`src/rtl/fifo_uart_tx_pkg.sv`:
```
// Shared types and sizing helpers for the FIFO-fed UART transmitter.
package fifo_uart_pkg;

  typedef enum logic [2:0] {
    ST_IDLE   = 3'd0,
    ST_FETCH  = 3'd1,
    ST_START  = 3'd2,
    ST_DATA   = 3'd3,
    ST_PARITY = 3'd4,
    ST_STOP   = 3'd5
  } tx_state_t;

  function automatic int CNT_W(input int clks_per_bit);
    return (clks_per_bit > 1) ? $clog2(clks_per_bit) : 1;
  endfunction

  function automatic int BIT_W(input int width);
    return $clog2(width + 1);
  endfunction

  // Even parity over a zero-extended word; padding zeros do not change the XOR.
  function automatic logic even_parity(input logic [63:0] data);
    return ^data;
  endfunction

endpackage

```
`src/rtl/fifo_uart_tx_if.sv`:
```
// FIFO read-side handshake between a synchronous FIFO and the UART transmitter.
interface fifo_uart_tx_if #(
  parameter int WIDTH = 8
);
  logic             fifo_valid;
  logic [WIDTH-1:0] fifo_data;
  logic             fifo_rd_en;

  modport master (output fifo_valid, output fifo_data, input fifo_rd_en);
  modport slave  (input fifo_valid, input fifo_data, output fifo_rd_en);
endinterface

```
`src/rtl/fifo_uart_tx_bit_timer.sv`:
```
// Free-running bit-period counter; restarts from zero whenever the FSM changes state.
module uart_bit_timer
  import fifo_uart_pkg::*;
#(
  parameter int CLKS_PER_BIT = 16
) (
  input  logic clk,
  input  logic nrst,
  input  logic clear,
  output logic bit_end
);
  localparam int            CW   = CNT_W(CLKS_PER_BIT);
  localparam logic [CW-1:0] LAST = CW'(CLKS_PER_BIT - 1);

  logic [CW-1:0] cnt_r;

  // cycle counter wrapping at the end of each bit period
  always_ff @(posedge clk) begin
    if (!nrst) begin
      cnt_r <= {CW{1'b0}};
    end else if (clear || (cnt_r == LAST)) begin
      cnt_r <= {CW{1'b0}};
    end else begin
      cnt_r <= cnt_r + CW'(1);
    end
  end

  assign bit_end = (cnt_r == LAST);
endmodule

```
`src/rtl/fifo_uart_tx.sv`:
```
// Drains a synchronous FIFO one word at a time and serialises each word as a UART frame
// (start, LSB-first data, optional even parity, one or two stop bits).
module fifo_uart_tx
  import fifo_uart_pkg::*;
#(
  parameter int WIDTH        = 8,
  parameter int CLKS_PER_BIT = 16,
  parameter int PARITY_EN    = 0,
  parameter int STOP_BITS    = 1
) (
  input  logic             clk,
  input  logic             nrst,
  fifo_uart_tx_if.slave    fifo,
  output logic             tx,
  output logic             busy,
  output logic             frame_done
);
  localparam int            BW        = BIT_W(WIDTH);
  localparam logic [BW-1:0] DATA_LAST = BW'(WIDTH - 1);
  localparam logic [BW-1:0] STOP_LAST = BW'(STOP_BITS - 1);

  tx_state_t        state_r, state_s;
  logic [WIDTH-1:0] shift_r, shift_s;
  logic [BW-1:0]    bit_cnt_r;
  logic             parity_r;
  logic             tx_s;
  logic             bit_end_s;
  logic             clear_s;

  assign clear_s         = (state_s != state_r);
  assign fifo.fifo_rd_en = nrst && (state_r == ST_IDLE) && fifo.fifo_valid;

  uart_bit_timer #(
    .CLKS_PER_BIT(CLKS_PER_BIT)
  ) u_timer (
    .clk     (clk),
    .nrst    (nrst),
    .clear   (clear_s),
    .bit_end (bit_end_s)
  );

  // next-state decode
  always_comb begin
    state_s = state_r;
    case (state_r)
      ST_IDLE: begin
        if (fifo.fifo_valid) state_s = ST_FETCH;
        else                 state_s = ST_IDLE;
      end
      ST_FETCH: state_s = ST_START;
      ST_START: begin
        if (bit_end_s) state_s = ST_DATA;
        else           state_s = ST_START;
      end
      ST_DATA: begin
        if (bit_end_s && (bit_cnt_r == DATA_LAST)) state_s = (PARITY_EN == 1) ? ST_PARITY : ST_STOP;
        else                                       state_s = ST_DATA;
      end
      ST_PARITY: begin
        if (bit_end_s) state_s = ST_STOP;
        else           state_s = ST_PARITY;
      end
      ST_STOP: begin
        if (bit_end_s && (bit_cnt_r == STOP_LAST)) state_s = ST_IDLE;
        else                                       state_s = ST_STOP;
      end
      default: state_s = ST_IDLE;
    endcase
  end

  // shift register and line value for the coming cycle; tx is registered from these
  always_comb begin
    shift_s = shift_r;
    if (state_r == ST_FETCH) begin
      shift_s = fifo.fifo_data;
    end else if ((state_r == ST_DATA) && bit_end_s) begin
      shift_s = shift_r >> 1;
    end else begin
      shift_s = shift_r;
    end

    tx_s = 1'b1;
    case (state_s)
      ST_START:  tx_s = 1'b0;
      ST_DATA:   tx_s = shift_s[0];
      ST_PARITY: tx_s = parity_r;
      default:   tx_s = 1'b1;
    endcase
  end

  // state, datapath and registered outputs
  always_ff @(posedge clk) begin
    if (!nrst) begin
      state_r    <= ST_IDLE;
      shift_r    <= {WIDTH{1'b0}};
      parity_r   <= 1'b0;
      tx         <= 1'b1;
      busy       <= 1'b0;
      frame_done <= 1'b0;
    end else begin
      state_r    <= state_s;
      shift_r    <= shift_s;
      parity_r   <= (state_r == ST_FETCH) ? even_parity(64'(fifo.fifo_data)) : parity_r;
      tx         <= tx_s;
      busy       <= (state_s != ST_IDLE);
      frame_done <= (state_r == ST_STOP) && (state_s == ST_IDLE);
    end
  end

  // bit counter: data bits in DATA, stop bits in STOP
  always_ff @(posedge clk) begin
    if (!nrst) begin
      bit_cnt_r <= {BW{1'b0}};
    end else if (clear_s) begin
      bit_cnt_r <= {BW{1'b0}};
    end else if (bit_end_s && ((state_r == ST_DATA) || (state_r == ST_STOP))) begin
      bit_cnt_r <= bit_cnt_r + BW'(1);
    end else begin
      bit_cnt_r <= bit_cnt_r;
    end
  end
endmodule

```
`src/flat_wrapper.sv`:
```
// flat-port wrapper written by rule: the top's interface ports become plain ports
module fifo_uart_tx_flat import fifo_uart_pkg::*;
#(
  parameter int WIDTH        = 8,
  parameter int CLKS_PER_BIT = 16,
  parameter int PARITY_EN    = 0,
  parameter int STOP_BITS    = 1
)
  (clk, nrst, tx, busy, frame_done, fifo_fifo_valid, fifo_fifo_data, fifo_fifo_rd_en);
  fifo_uart_tx_if #(.WIDTH(WIDTH)) fifo_i ();
  input  logic clk;
  input  logic nrst;
  output logic tx;
  output logic busy;
  output logic frame_done;
  input wire logic [$bits(fifo_i.fifo_valid)-1:0] fifo_fifo_valid;
  input wire logic [$bits(fifo_i.fifo_data)-1:0] fifo_fifo_data;
  output wire logic [$bits(fifo_i.fifo_rd_en)-1:0] fifo_fifo_rd_en;
  assign fifo_i.fifo_valid = fifo_fifo_valid;
  assign fifo_i.fifo_data = fifo_fifo_data;
  assign fifo_fifo_rd_en = fifo_i.fifo_rd_en;
  fifo_uart_tx #(.WIDTH(WIDTH), .CLKS_PER_BIT(CLKS_PER_BIT), .PARITY_EN(PARITY_EN), .STOP_BITS(STOP_BITS)) u_core (.clk(clk), .nrst(nrst), .fifo(fifo_i), .tx(tx), .busy(busy), .frame_done(frame_done));
endmodule
```
`config.mk`:
```
export PLATFORM = sky130hd
export DESIGN_NAME = fifo_uart_tx_flat
export DESIGN_NICKNAME = d
export VERILOG_FILES = /design/src/rtl/fifo_uart_tx_pkg.sv /design/src/rtl/fifo_uart_tx_if.sv /design/src/rtl/fifo_uart_tx_bit_timer.sv /design/src/rtl/fifo_uart_tx.sv /design/src/flat_wrapper.sv
export SDC_FILE = /design/constraint.sdc
export NUM_CORES = 1
export LEC_CHECK = 0
export ABC_AREA = 1
export CAP_MARGIN = 10
export CORE_ASPECT_RATIO = 0.8
export CORE_MARGIN = 2
export CORE_UTILIZATION = 25
export DETAILED_ROUTE_END_ITERATION = 12
export GPL_TIMING_DRIVEN = 0
export PLACE_DENSITY = 0.46
export RECOVER_POWER = 100
export SYNTH_ARGS = -nofsm -noshare
export SYNTH_HDL_FRONTEND = slang
export SYNTH_HIERARCHICAL = 1
export SYNTH_SLANG_ARGS = --single-unit
```
`constraint.sdc`:
```
create_clock -name clk -period 2 [get_ports clk]
set_clock_uncertainty 0.2 [all_clocks]
set_input_delay 0.4 -clock clk [delete_from_list [all_inputs] [get_ports clk]]
set_output_delay 0.4 -clock clk [all_outputs]
set_load 0.1 [all_outputs]
```
* Yosys cells after proc, flatten, opt, wreduce, memory -nomap -nowiden *
Index checks and enable logic that the tools add are counted.

storage, ports and cells
  register bits = 23
  input bits = 11
  output and inout port bits = 4
  word-level logic and storage cells = 49

operators by class
  add/subtract/negate cells = 2
  eq/ne operators = 11
  mux-type cells = 9
  bitwise gates (word level) = 1
  reduce and logical (&&, ||, !) cells = 17

operators with widths
  kind                                                 count
  XOR reduction 64 bit                                 1
  case mux 3 bit (6 select lines)                      1
  two-way mux 8 bit                                    2
  equality test 3 x 2 -> 1 bit, second input constant  4
  equality test 3 bit, second input constant           3
  adder 4 x 1 -> 4 bit, second input constant          2
  logical AND 1 bit                                    7
  zero test 3 bit                                      2
  two-way mux 3 bit                                    2
  equality test 4 x 3 -> 1 bit, second input constant  1
  equality test 4 bit, second input constant           1
  zero test 4 bit                                      1
  OR reduction 2 bit                                   2
  equality test 3 x 1 -> 1 bit, second input constant  1
  two-way mux 1 bit                                    3
  inequality test 3 bit                                1
  case mux 1 bit (3 select lines)                      1
  nonzero test 3 bit                                   1
  logical OR 1 bit                                     2
  nonzero test 2 bit                                   1
  NOT 1 bit                                            1

* Depth between registers and ports, before layout *
Gate-level depths: netlist of run 1.

  word-level depth = 7
  gate-level depth with buffers = 12
  mapped depth without buffers = 12

* Cells and area by module *
Netlist of run 1, hierarchy kept.

by module, submodules not included
  module          times used  cells each  area each (µm²)  sequential area each (µm²)
  fifo_uart_tx    1           148         1026.0           380.4
  uart_bit_timer  1           20          170.2            80.1

* Least setup slack after synthesis of run 1 *
Ideal clock, no wire load.

  path type = input port to output port
  start point = in nrst
  end point = out fifo_fifo_rd_en
  arrival time = 2.703 ns
  required time = 1.400 ns
  slack = -1.303 ns
  cell stages on the path = 3
  buffers on the path = 1
  cell sequence = inv_1 -> clkbuf_1 -> nor3_1

on the way
  longest elaborated chain between the ends = 2

ends and longest elaborated chain
  element                          line                source
  start, declared                  flat_wrapper.sv:12  input logic nrst;
  logical AND 1 bit (2 in series)  fifo_uart_tx.sv:31  assign fifo.fifo_rd_en = nrst && (state_r == ST_IDLE) && fifo.fifo_valid;
  end, declared                    flat_wrapper.sv:18  output wire logic [$bits(fifo_i.fifo_rd_en)-1:0] fifo_fifo_rd_en;

No other way between the ends.

* Worst setup path in the final report of run 1 *
  start point = reg u_core.state_r[2]
  end point = out fifo_fifo_rd_en

on the way
  longest elaborated chain between the ends = 3

ends and longest elaborated chain
  element                          line                 source
  start, declared                  fifo_uart_tx.sv:22   tx_state_t state_r, state_s;
  start signal, assigned           fifo_uart_tx.sv:101  state_r <= state_s;
  zero test 3 bit                  fifo_uart_tx.sv:31
  logical AND 1 bit (2 in series)  fifo_uart_tx.sv:31

No other way between the ends.

==> flow_metrics.env, run 1 <==
export IMPL_n_antenna_cell=0
export IMPL_yosysSeqAreaShare_pct=38.5
export IMPL_synthCells=168
export IMPL_grt_pass1_wl_um=4120
export IMPL_cts_buffers=3
export IMPL_period_needed_ps=1870
export IMPL_cts_htree_levels=1
export IMPL_antenna_found_initial=0
export IMPL_drt_iter0_drc=64
export IMPL_wl_per_cell_um=9.62
export IMPL_vdd_ir_drop_max_mv=0.348
export IMPL_dp_cells=242
export IMPL_fmax_ghz=0.536
export IMPL_dieArea_sq_um=5360
export IMPL_hold_ws_ps=226
export IMPL_worstSetupStartpointType="flop"
export IMPL_setup_violations=0
export IMPL_detail_route_antenna_nets=0
export IMPL_postCtsSetupBuffers=0
export IMPL_clk_pin_slew_ps=80
export IMPL_cts_tree="built"
export IMPL_gr_total_overflow=0
export IMPL_relSlewSlack_pct=63.6
export IMPL_critical_path_class="flop to primary output"
export IMPL_grt_start_max_net_pins=14
export IMPL_io_buffers=14
export IMPL_grtUsageTotal_pct=9.99
export IMPL_synth_top_flop_cell="dfxtp_1"
export IMPL_yosysWarningCount=6
export IMPL_yosys_area_top_type="dfxtp_1"
export IMPL_yosys_top_cells_count="46 x nand2_1, 23 x dfxtp_1, 22 x inv_1"
export IMPL_synth_cell_types=24
export IMPL_clk_latency_ps=270
export IMPL_p_per_area_nw_per_um2=664
export IMPL_maxCapViolCount=0
export IMPL_syn2layout_area_growth_pct=24.1
export IMPL_path_max_fanout=6
export IMPL_rows=22
export IMPL_cp_required_ps=1400
export IMPL_start_util_pct=26.0
export IMPL_worstPathCellList="inv_2 -> nand2_2 -> nor3_4 -> buf_6"
export IMPL_place_ws_ps=-1290
export IMPL_yosysMostFrequentCell="nand2_1"
export IMPL_routed_wl_um=2370
export IMPL_vias_per_cell=4.18
export IMPL_die_width_um=81.3
export IMPL_drive_gt1_share_pct=16.1
export IMPL_cts_sink_count=23
export IMPL_synth_top_cell_area_share_pct=38.5
export IMPL_power_uw=986
export IMPL_min_period_over_period_pct=93.3
export IMPL_crit_path_top_delay_cell="dfxtp_1"
export IMPL_internal_power_uw=695
export IMPL_p_seq_share_pct=50.0
export IMPL_worstMarginPinSlew_ps=549
export IMPL_avgSynthCellArea_sq_um=7.12
export IMPL_status="completed"
export IMPL_hpwl_um=1860
export IMPL_num_fill_cells=527
export IMPL_finish_net_count=201
export IMPL_synth_top_cells_by_area="dfxtp_1 38%, nand2_1 14%, inv_1 6.9%, nor2_1 5.6%, xnor2_1 5.1%"
export IMPL_synth_seq_cells=23
export IMPL_p_sw_share_pct=29.6
export IMPL_coreArea_sq_um=4600
export IMPL_stdcell_count=246
export IMPL_maxSlewViolCount=0
export IMPL_postSynthNetCount=182
export IMPL_async_flop_share_pct=0
export IMPL_root_buffer="clkbuf_8"
export IMPL_switching_power_uw=291
export IMPL_vias=1029
export IMPL_leakage_uw=0.000608
export IMPL_rsz0062_at_grt="no"
export IMPL_p_comb_share_pct=20.9
export IMPL_synth_edf_count=0
export IMPL_fin_ws_ps=133
export IMPL_drt_first_pass_iters=4
export IMPL_die_h_um=65.9
export IMPL_first_global_vias=937
export IMPL_synth_area_sq_um=1200
export IMPL_crit_path_max_incr_delay_ps=350
export IMPL_ios=15
export IMPL_pwr_share_clk_pct=29.2
export IMPL_cts_buffer_depth=2
export IMPL_min_path_type="primary input to flop"
export IMPL_hold_viol_final=0
export IMPL_cp_arrival_ps=1270
export IMPL_worstSetupEndpointType="primary output"
export IMPL_gp_congestion=0.756
export IMPL_route_detailed_drc=0
[path summary, 6_finish.rpt]
check                           from                 endpoint  slack, ps  cells after the start
max reg2reg  u_core/u_timer/cnt_r[1]  u_core/u_timer/cnt_r[3]        190                     11
min                             nrst        u_core/state_r[0]        230                      3
max                u_core/state_r[2]          fifo_fifo_rd_en        130                      4
min reg2reg  u_core/u_timer/cnt_r[0]  u_core/u_timer/cnt_r[0]        240                      1
[state kept, by name, indices dropped and copies added (netlist names)]
register	flops
u_core/shift_r	8
u_core/parity_r	1
u_core/bit_cnt_r	4
u_core/tx	1
u_core/state_r	3
u_core/frame_done	1
u_core/busy	1
u_core/u_timer/cnt_r	4
[metrics by stage]
stage                     util [%]  TNS, ps  area (sq um)
after floorplan                  -        0          1210
after global placement        31.0    -1760          1430
after detailed placement      31.0    -1650          1430
after CTS                     32.4        0          1490
after global routing          32.3        0          1480
final                         32.3        0          1480
[layout by cell type, fill, tap and decap left out]
cell type	n
a21oi_1	8
a22oi_1	2
a31oi_1	4
and2_1	1
buf_2	1
buf_6	1
clkbuf_4	1
clkbuf_8	3
clkdlybuf4s15_2	3
clkdlybuf4s50_1	8
clkinv_2	1
dfxtp_1	22
dfxtp_2	1
dlymetal6s2s_1	1
ha_1	2
ha_2	1
inv_1	21
inv_2	3
nand2_1	43
nand2_2	5
nand2b_4	1
nand3_1	11
nand3_2	2
nand3b_1	1
nand4_1	2
nor2_1	17
nor2_2	4
nor2_4	1
nor3_2	1
nor3_4	1
o21ai_0	2
xnor2_1	7
xor2_1	4
[metal layers]
layer  global-route usage (%)  up-vias  routed length, um
met1                     13.9      443               1290
met4                     3.18        0                 25
li1                         -      564                  -
met5                        0        -                  0
met2                     14.2       20                944
met3                     3.42        2                102
[worst max-delay path: cells and delay by family (launching register included)]
kind                   cells  cell delay (ps)
buffers and inverters      2              370
DFF                        1              350
and+or+nand+nor            2              270
[timing repair]
item / in CTS / in global routing
resized for setup: 21 / 10
pin swaps: 1 / 3
setup endpoints to repair: 4 / 9
hold buffers: 0 / 0
[cell families after synthesis]
kind of cell               Yosys count  synth area share, %
DFF                                 23                 38.5
xor gates and xnor gates            11                 8.05
AOI/OAI and AO/OA                   16                 7.53
adders and majority gates            3                 3.14
and+or+nand+nor                     90                 34.9
buffers and inverters               25                 7.85
[power groups by stage]
| stage | Sequential (uW) | Combinational [uW] | Clock, uW |
|---|---|---|---|
| 2_1_floorplan | 528 | 122 | 0 |
| 3_3_place_gp | 502 | 209 | 0 |
| 3_5_place_dp | 502 | 207 | 0 |
| 4_1_cts | 492 | 210 | 308 |
| 5_1_grt | 495 | 229 | 326 |
| 6_report | 493 | 206 | 288 |
[final cells by class]
| class | count | area [sq um] | area share [%] |
|---|---|---|---|
| clock buffers | 3 | 41.3 | 2.78 |
| repair buffers | 14 | 143 | 9.61 |
| flip-flops and latches | 23 | 462 | 31.1 |
| well taps | 60 | 75.1 | 5.06 |
| plain buffers | 1 | 7.51 | 0.506 |
| multi-input cells | 120 | 661 | 44.5 |
| inverters | 24 | 90.1 | 6.07 |
| clock inverters | 1 | 5.00 | 0.337 |
Note: power is estimated with default switching activity, not from simulation.
==> inputs of run 2 (changes only) <==
Settings changed: SETUP_SLACK_MARGIN from default to 0.2.
==> run 2 against run 1 <==
Net effect:
- flip-flop and latch count unchanged
- worst hold slack improved by 38 ps
- first-iteration DRC count down 53%
==> flow_metrics.env, run 2 (synthesis results as in run 1) <==
export IMPL_r2r_slack_ps=250
export IMPL_detail_route_antenna_nets=0
export IMPL_grt_pass1_wl_um=4520
export IMPL_holdBufCountCts=0
export IMPL_gp_congestion=0.834
export IMPL_syn2layout_area_growth_pct=32.4
export IMPL_n_antenna_cell=0
export IMPL_fin_ws_ps=129
export IMPL_coreArea_sq_um=4600
export IMPL_drt_iter0_drc=30
export IMPL_place_ws_ps=-1330
export IMPL_setup_tns_ps=0
export IMPL_dieArea_sq_um=5360
export IMPL_min_period_over_period_pct=93.6
export IMPL_hold_ws_ps=264
export IMPL_min_path_type="flop to flop"
export IMPL_antenna_found_initial=0
export IMPL_critical_path_class="primary input to primary output"
export IMPL_vdd_ir_drop_max_mv=0.260
export IMPL_route_detailed_drc=0
export IMPL_layout_commonest_cell="nand2_1"
export IMPL_maxSlewViolCount=0
export IMPL_final_cell_mix="42 x nand2_1, 21 x inv_1, 21 x dfxtp_1"
export IMPL_setup_violations=0
export IMPL_start_util_pct=26.0
export IMPL_p_per_area_nw_per_um2=640
export IMPL_cp_required_ps=1400
export IMPL_cts_buffer_depth=2
export IMPL_power_uw=1010
export IMPL_worstMarginPinSlew_ps=548
export IMPL_finish_utilization_pct=34.5
export IMPL_regToRegEndpoint="u_core/u_timer/cnt_r[3]"
export IMPL_hp_start="u_core/shift_r[7]"
export IMPL_die_width_um=81.3
export IMPL_path_max_fanout=10
export IMPL_cp_arrival_ps=1270
export IMPL_cts_tree="built"
export IMPL_vias=1059
export IMPL_routed_wl_um=2610
export IMPL_hold_viol_final=0
export IMPL_cts_htree_levels=1
export IMPL_relSlewSlack_pct=63.7
export IMPL_die_h_um=65.9
export IMPL_cts_sink_count=23
export IMPL_clk_latency_ps=270
export IMPL_gr_total_overflow=0
export IMPL_status="completed"
export IMPL_maxCapViolCount=0
export IMPL_fmax_ghz=0.534
export IMPL_root_buffer="clkbuf_8"
export IMPL_ios=15
export IMPL_r2r_cells=12
export IMPL_rsz0062_at_grt="yes"
export IMPL_grtUsageTotal_pct=10.9
export IMPL_holdPathEnd="u_core/shift_r[7]"
export IMPL_first_global_vias=1023
export IMPL_worstReg2RegStart="u_core/u_timer/cnt_r[1]"
export IMPL_top_regs="u_core/shift_r x8, u_core/bit_cnt_r x4, u_core/u_timer/cnt_r x4"
export IMPL_largest_reg_flops=8
export IMPL_drive_gt1_share_pct=19.5
export IMPL_finish_net_count=205
export IMPL_seq_area_sq_um=463
export IMPL_drt_first_pass_iters=4
export IMPL_hold_depth=2
export IMPL_worstSetupEndpointType="primary output"
export IMPL_period_needed_ps=1870
export IMPL_num_fill_cells=491
export IMPL_rows=22
export IMPL_io_buffers=14
export IMPL_leakage_uw=0.000651
export IMPL_worstSetupStartpointType="primary input"
export IMPL_clk_pin_slew_ps=80
export IMPL_vias_per_cell=4.24
export IMPL_cts_buffers=3
export IMPL_regMostFlops="u_core/shift_r"
export IMPL_grt_start_max_net_pins=14
export IMPL_multi_input_area_sq_um=686
export IMPL_hpwl_um=1860
export IMPL_wl_per_cell_um=10.4
## run 2: routing by layer
| metal | share of wire [%] | wire length, um | track usage (%) | vias up |
|---|---|---|---|---|
| li1 | - | - | - | 574 |
| met1 | 56 | 1450 | 15.0 | 470 |
| met5 | 0 | 0 | 0 | - |
| met3 | 3.3 | 85 | 3.42 | 2 |
| met2 | 40 | 1050 | 16.4 | 13 |
| met4 | 0.96 | 25 | 2.54 | 0 |
## run 2: how the worst max path moves through the flow
stage | from | end | slack [ps] | cells past startpoint
finish | nrst | fifo_fifo_rd_en | 130 | 5
global route | u_core/state_r[2] | fifo_fifo_rd_en | 80 | 4
CTS | fifo_fifo_valid | fifo_fifo_rd_en | 9 | 4
detailed placement | nrst | fifo_fifo_rd_en | -1330 | 5
global placement | nrst | fifo_fifo_rd_en | -1370 | 5
floorplan | nrst | fifo_fifo_rd_en | 60 | 3
## run 2: power by group
part           switching (uW)  internal [uW]  total, uW
Combinational             139           85.3        224
Sequential               13.1            480        493
Clock                     158            139        297
Total                     310            705       1010
## run 2: worst max-delay path: stages
cell and delay (ps):
clkbuf_4 210, inv_12 30, clkbuf_16 160, nor3_4 160, buf_4 300
## run 2: area by class of cell
cell class,count,share of cell area (%)
plain buffers,1,1.58
clock buffers,3,2.61
clock inverters,1,0.316
inverters,24,6.64
multi-input cells,120,43.3
flip-flops and latches,23,29.2
well taps,60,4.74
repair buffers,18,11.6
## run 2: per-stage QoR
step	area (sq um)	cells
5_1_grt	1580	250
6_report	1580	250
4_1_cts	1540	248
3_3_place_gp	1460	242
2_1_floorplan	1240	168
3_5_place_dp	1460	242
## run 2: what timing repair did
action                                 CTS  global route
setup endpoints to repair               22            20
gates resized for setup                 27            18
pin swaps                                3             9
endpoints found under the hold margin    0             0
setup buffers                            2             2
